===== config.mk =====
export PLATFORM = sky130hd
export DESIGN_NAME = bram_wr_arb_flat
export DESIGN_NICKNAME = d
export VERILOG_FILES = /design/src/rtl/bram_wr_arb_if.sv /design/src/rtl/bram_wr_arb.sv /design/src/flat_wrapper.sv
export SDC_FILE = /design/constraint.sdc
export NUM_CORES = 1
export LEC_CHECK = 0
export CORE_AREA = 2 2 315 317
export DETAILED_ROUTE_END_ITERATION = 6
export DIE_AREA = 0 0 317 319
export GPL_TIMING_DRIVEN = 0
export PLACE_DENSITY = 0.47
export SLEW_MARGIN = 40
export SYNTH_ARGS = -nofsm -noshare
export SYNTH_HDL_FRONTEND = slang
export SYNTH_SLANG_ARGS = --single-unit

===== constraint.sdc =====
create_clock -name clk -period 2.9 [get_ports clk]
set_input_delay 0.58 -clock clk [delete_from_list [all_inputs] [get_ports clk]]
set_output_delay 0.58 -clock clk [all_outputs]
set_load 0.05 [all_outputs]

===== src/rtl/bram_wr_arb_if.sv =====
// Write-requester bundle for bram_wr_arb: one instance per port.
// Handshake: req is valid, gnt is ready; a beat transfers in every cycle where both are high.
// addr/data are sampled only on a beat, and last qualifies only a beat.
interface bram_wr_arb_if #(
    parameter int ABITS = 8,
    parameter int DBITS = 256
);
    logic             req;
    logic             last;
    logic [ABITS-1:0] addr;
    logic [DBITS-1:0] data;
    logic             gnt;

    modport master (output req, output last, output addr, output data, input gnt);
    modport slave  (input req, input last, input addr, input data, output gnt);
endinterface


===== src/rtl/bram_wr_arb.sv =====
// Two-port write arbiter for the shared BRAM write port: burst locking, round-robin tie-break.
// Optional burst watchdog enabled with `define BRAM_WR_ARB_WDOG_EN.
module bram_wr_arb #(
    parameter int ABITS     = 8,
    parameter int DBITS     = 256,
    parameter int MAX_BURST = 16
) (
    input  logic             clk,
    input  logic             rst_n,
    bram_wr_arb_if.slave     p0,
    bram_wr_arb_if.slave     p1,
    output logic [ABITS-1:0] wr_addr,
    output logic [DBITS-1:0] wr_data,
    output logic             wr_en,
    output logic             busy,
    output logic             abort,
    output logic [1:0]       state_dbg
);

    typedef enum logic [1:0] {
        IDLE = 2'd0,
        OWN0 = 2'd1,
        OWN1 = 2'd2
    } state_t;

    state_t state;
    state_t state_nxt;
    logic   rr_ptr;
    logic   rr_nxt;
    logic   gnt0_q;
    logic   gnt1_q;

    logic   beat0;
    logic   beat1;
    logic   beat;
    logic   beat_last;
    logic   wdog_hit;
    logic   release_own;

    assign beat0       = (state == OWN0) && p0.req;
    assign beat1       = (state == OWN1) && p1.req;
    assign beat        = beat0 || beat1;
    assign beat_last   = beat0 ? p0.last : p1.last;
    // A watchdog hit ends ownership exactly like a last beat would.
    assign release_own = beat && (beat_last || wdog_hit);

    always_comb begin
        state_nxt = state;
        rr_nxt    = rr_ptr;
        case (state)
            IDLE: begin
                if (p0.req && p1.req) begin
                    state_nxt = rr_ptr ? OWN1 : OWN0;
                end else if (p0.req) begin
                    state_nxt = OWN0;
                end else if (p1.req) begin
                    state_nxt = OWN1;
                end
            end
            OWN0: begin
                if (release_own) begin
                    rr_nxt    = 1'b1;
                    state_nxt = p1.req ? OWN1 : IDLE;
                end
            end
            OWN1: begin
                if (release_own) begin
                    rr_nxt    = 1'b0;
                    state_nxt = p0.req ? OWN0 : IDLE;
                end
            end
            default: state_nxt = IDLE;
        endcase
    end

    always_ff @(posedge clk or negedge rst_n) begin
        if (!rst_n) begin
            state  <= IDLE;
            rr_ptr <= 1'b0;
            gnt0_q <= 1'b0;
            gnt1_q <= 1'b0;
        end else begin
            state  <= state_nxt;
            rr_ptr <= rr_nxt;
            gnt0_q <= (state_nxt == OWN0);
            gnt1_q <= (state_nxt == OWN1);
        end
    end

    assign p0.gnt    = gnt0_q;
    assign p1.gnt    = gnt1_q;
    assign busy      = (state != IDLE);
    assign state_dbg = state;

    // Only the owner's beat is captured, so an ungranted port can never reach the BRAM.
    always_ff @(posedge clk or negedge rst_n) begin
        if (!rst_n) begin
            wr_en   <= 1'b0;
            wr_addr <= '0;
            wr_data <= '0;
        end else begin
            wr_en <= beat;
            if (beat) begin
                wr_addr <= beat0 ? p0.addr : p1.addr;
                wr_data <= beat0 ? p0.data : p1.data;
            end
        end
    end

`ifdef BRAM_WR_ARB_WDOG_EN
    logic [7:0] beat_cnt;
    logic       abort_q;

    // beat_cnt holds the beats already taken in this ownership period.
    assign wdog_hit = beat && !beat_last && (beat_cnt == 8'(MAX_BURST - 1));

    always_ff @(posedge clk or negedge rst_n) begin
        if (!rst_n) begin
            beat_cnt <= 8'd0;
            abort_q  <= 1'b0;
        end else begin
            abort_q <= wdog_hit;
            if (release_own || (state == IDLE)) begin
                beat_cnt <= 8'd0;
            end else if (beat) begin
                beat_cnt <= beat_cnt + 8'd1;
            end
        end
    end

    assign abort = abort_q;
`else
    logic [7:0] unused_max_burst;

    assign unused_max_burst = 8'(MAX_BURST);
    assign wdog_hit         = 1'b0;
    assign abort            = 1'b0;
`endif

endmodule


===== src/flat_wrapper.sv =====
// flat-port wrapper written by rule: the top's interface ports become plain ports
module bram_wr_arb_flat 
#(
    parameter int ABITS     = 8,
    parameter int DBITS     = 256,
    parameter int MAX_BURST = 16
)
  (clk, rst_n, wr_addr, wr_data, wr_en, busy, abort, state_dbg, p0_req, p0_last, p0_addr, p0_data, p0_gnt, p1_req, p1_last, p1_addr, p1_data, p1_gnt);
  bram_wr_arb_if #(.ABITS(ABITS), .DBITS(DBITS)) p0_i ();
  bram_wr_arb_if #(.ABITS(ABITS), .DBITS(DBITS)) p1_i ();
  input  logic clk;
  input  logic rst_n;
  output logic [ABITS-1:0] wr_addr;
  output logic [DBITS-1:0] wr_data;
  output logic wr_en;
  output logic busy;
  output logic abort;
  output logic [1:0] state_dbg;
  input wire logic [$bits(p0_i.req)-1:0] p0_req;
  input wire logic [$bits(p0_i.last)-1:0] p0_last;
  input wire logic [$bits(p0_i.addr)-1:0] p0_addr;
  input wire logic [$bits(p0_i.data)-1:0] p0_data;
  output wire logic [$bits(p0_i.gnt)-1:0] p0_gnt;
  input wire logic [$bits(p1_i.req)-1:0] p1_req;
  input wire logic [$bits(p1_i.last)-1:0] p1_last;
  input wire logic [$bits(p1_i.addr)-1:0] p1_addr;
  input wire logic [$bits(p1_i.data)-1:0] p1_data;
  output wire logic [$bits(p1_i.gnt)-1:0] p1_gnt;
  assign p0_i.req = p0_req;
  assign p0_i.last = p0_last;
  assign p0_i.addr = p0_addr;
  assign p0_i.data = p0_data;
  assign p0_gnt = p0_i.gnt;
  assign p1_i.req = p1_req;
  assign p1_i.last = p1_last;
  assign p1_i.addr = p1_addr;
  assign p1_i.data = p1_data;
  assign p1_gnt = p1_i.gnt;
  bram_wr_arb #(.ABITS(ABITS), .DBITS(DBITS), .MAX_BURST(MAX_BURST)) u_core (.clk(clk), .rst_n(rst_n), .p0(p0_i), .p1(p1_i), .wr_addr(wr_addr), .wr_data(wr_data), .wr_en(wr_en), .busy(busy), .abort(abort), .state_dbg(state_dbg));
endmodule

==> results.cfg <==
[worst_setup_path]
r2r_slack_ns = 0.21
path_cells = inv_1 -> ha_1 -> buf_2 -> nand2_4 -> buf_6 -> buf_2 -> mux2i_2 -> o21ai_0
start_kind = flop
crit_path_frequent_cell = buf_2
cpPeakStageDelay_ns = 0.55
slowest_stage = buf_2
crit_fanout = 10
cp.arrival_ns = 3.09
required_ns = 3.30
end_kind = flop
crit_buf_inv = 4
cp_top_family = buffers and inverters
setup.worst_path.class = flop to flop

[cells_and_area]
final_common_cell = clkdlybuf4s50_1
syn_to_final_growth_pct = 86.57
finalNetCount = 2574
final_core_util_pct = 24.11
layout_common_cells = clkdlybuf4s50_1, dfrtp_1, nand2_1, mux2i_1, o21ai_0
fill_cells = 10640
layout-drive-gt1-share_pct = 6.699

[placed_design]
dp_hpwl_um = 58440
io_buffers = 802
gp_congestion = 0.8063

[power]
p_leak_nw = 11.02
power.share.clock_pct = 16.2
p_int_mw = 13.53
ir_worst_vdd_mv = 0.4106
p_sw_share_pct = 50.80
p_sw_mw = 13.97
p_total_mw = 27.51
share_comb_of_total_power_pct = 59.9
power_frac_seq_pct = 24.0
p_per_area_nw_per_um2 = 1168

[cts]
cts_num_sinks = 270
insertion_delay_ns = 0.56
htreeDepth = 2
cts_buffers = 37
root_buffer = clkbuf_16
clkSlewWorstSetupHoldPaths_ns = 0.06
clock_path_buffers = 3
cts_tree = yes
cts_setup_buffers = 0

[die]
ios = 805
dieArea_sq_um = 101100
start_util_pct = 12.92
die_y_um = 319
dieWidth_um = 317
rows = 115
coreArea_sq_um = 97700

[route]
antenna_left = 0
drt_iter0_drc = 388
via_count = 12130
dr.pass1.iters = 4
vias_per_cell = 3.621
drt-wirelength-per-cell_um = 21.26
drc = 0
drt_wl_total_um = 71180

[run]
drv_cap = 0

[timing]
drv_slew = 0
finalCritPeriodShare_pct = 92.62
setup_viol = 0
fmax_mhz = 372.3
worst_pin_slew_ns = 0.7678
fin_crit_ns = 2.686
finalClockSkew_ns = 0.03035
relSlewSlack_pct = 48.65
rsz0062_at_grt = no
hold_viol_final = 0

[min_path]
hp-class = flop to flop

[global_route]
grt_pass1_vias = 13080
grt_max_degree = 66
antenna_found_initial = 6
grt_pass1_wl_um = 97320
track_usage_pct = 13.50
overflow = 0

[logic_synthesis]
avgSynthCellArea_sq_um = 10.61
syn_area_sq_um = 12620
yosysSeqAreaShare_pct = 53.52
postSynthCellCount = 1190
netlist-cell-type-count = 33
ys_ff_latch = 270
synth_nets = 1728
ys_warn_count = 0

[status]
status = finished clean
==> state kept, by name (all words and copies together), names as in the netlist <==
signal            count
u_core.p0.gnt         1
u_core.wr_en          1
u_core.wr_data      256
u_core.wr_addr        8
u_core.state_dbg      2
u_core.p1.gnt         1
u_core.rr_ptr         1
==> tightest hold or removal path: stages, from the launching register on <==
cell and delay (ns):
dfrtp_1 0.33, nand2_1 0.05, o21ai_0 0.06
==> area by class of cell <==
type,instances,area (sq um),share of cell area [%]
diodes,2,5.005,0.02125
plain buffers,90,633.1,2.688
clock buffers,56,1100,4.670
clock inverters,7,50.05,0.2125
inverters,4,15.01,0.06375
multi-input cells,826,5230,22.21
flip-flops and latches,270,6756,28.69
well taps,1287,1610,6.837
repair buffers,807,8152,34.61
==> path summary, 6_finish.rpt <==
| path | end | from | cells after the start |
|---|---|---|---|
| worst max-delay path | u_core.wr_data[74] | u_core.state_dbg[1] | 8 |
| worst max register to register | u_core.wr_data[74] | u_core.state_dbg[1] | 8 |
| worst min-delay path | u_core.wr_data[158] | u_core.wr_data[158] | 2 |
| max in group asynchronous | u_core.wr_data[174] | rst_n | 4 |
| worst min register to register | u_core.wr_data[158] | u_core.wr_data[158] | 2 |
| min in group asynchronous | u_core.wr_data[246] | rst_n | 2 |
==> layer usage <==
layer / wire length [um] / GRT usage [%] / vias up
li1: - / - / 5798
met1: 28110 / 15.70 / 5725
met2: 35370 / 24.06 / 530
met3: 5947 / 3.772 / 71
met4: 1749 / 3.532 / 2
met5: 11 / 0 / -
==> cells by family (layout without fill, tap and decap cells) <==
family | after synthesis | after routing | share of synthesized area, %
and+or+nand+nor | 280 | 280 | 8.722
adders and majority gates | 4 | 4 | 0.3965
AOI/OAI and AO/OA | 277 | 277 | 11.26
muxes | 264 | 264 | 20.93
DFF | 270 | 270 | 53.52
other | 1 | 3 | 0.02971
buffers and inverters | 94 | 964 | 5.134
==> Yosys cell counts <==
| library cell | n | area (sq um) |
|---|---|---|
| a21boi_0 | 1 | 7.510 |
| a21o_1 | 1 | 7.510 |
| a21oi_1 | 5 | 25.02 |
| a31oi_1 | 2 | 12.51 |
| and2_1 | 1 | 6.260 |
| and2_4 | 1 | 8.760 |
| and3b_1 | 3 | 26.28 |
| buf_2 | 29 | 145.1 |
| buf_4 | 5 | 37.54 |
| buf_6 | 31 | 349.1 |
| clkbuf_1 | 19 | 71.32 |
| clkbuf_2 | 6 | 30.03 |
| conb_1 | 1 | 3.750 |
| dfrtp_1 | 270 | 6756 |
| ha_1 | 4 | 50.05 |
| inv_1 | 4 | 15.01 |
| mux2i_1 | 264 | 2643 |
| nand2_1 | 265 | 994.7 |
| nand2_2 | 1 | 6.260 |
| nand2_4 | 1 | 11.26 |
| nand3_1 | 1 | 5.000 |
| nand4b_1 | 1 | 8.760 |
| nor2_1 | 3 | 11.26 |
| nor2b_1 | 1 | 6.260 |
| nor3_2 | 1 | 10.01 |
| o2111ai_1 | 1 | 8.760 |
| o211ai_2 | 1 | 12.51 |
| o21ai_0 | 200 | 1001 |
| o21ai_1 | 62 | 310.3 |
| o21bai_1 | 1 | 7.510 |
| o221a_2 | 1 | 11.26 |
| o221ai_1 | 2 | 17.52 |
| or2_2 | 1 | 6.260 |
==> power groups by stage <==
stage	clock network (mW)	logic [mW]	registers, mW
2_1_floorplan	0	3.60	12.7
6_report	4.44	16.5	6.59
3_3_place_gp	0	16.8	6.59
4_1_cts	4.63	16.8	6.61
5_1_grt	4.78	17.4	6.83
3_5_place_dp	0	16.8	6.62
==> timing repair <==
action | in CTS | in global routing
gates resized for setup | 4 | 0
endpoints found under the hold margin | 23 | 0
hold buffers | 1 | 0
setup endpoints to repair | 3 | 0
==> stage by stage <==
step	TNS, ns	worst slack [ns]	cells	area, sq um	hold WS (ns)
final	0	0.2141	3349	23550	0.4733
after floorplan	0	0.8404	1190	12620	0.2844
after global placement	-3251.18	-12.11	3279	22260	0.4605
after global routing	0	0.07029	3347	23550	0.4743
after CTS	0	0.1013	3347	23550	0.4389
after detailed placement	-0.04284	-0.03678	3283	22380	0.4690
(Power assumes the default switching activity.)
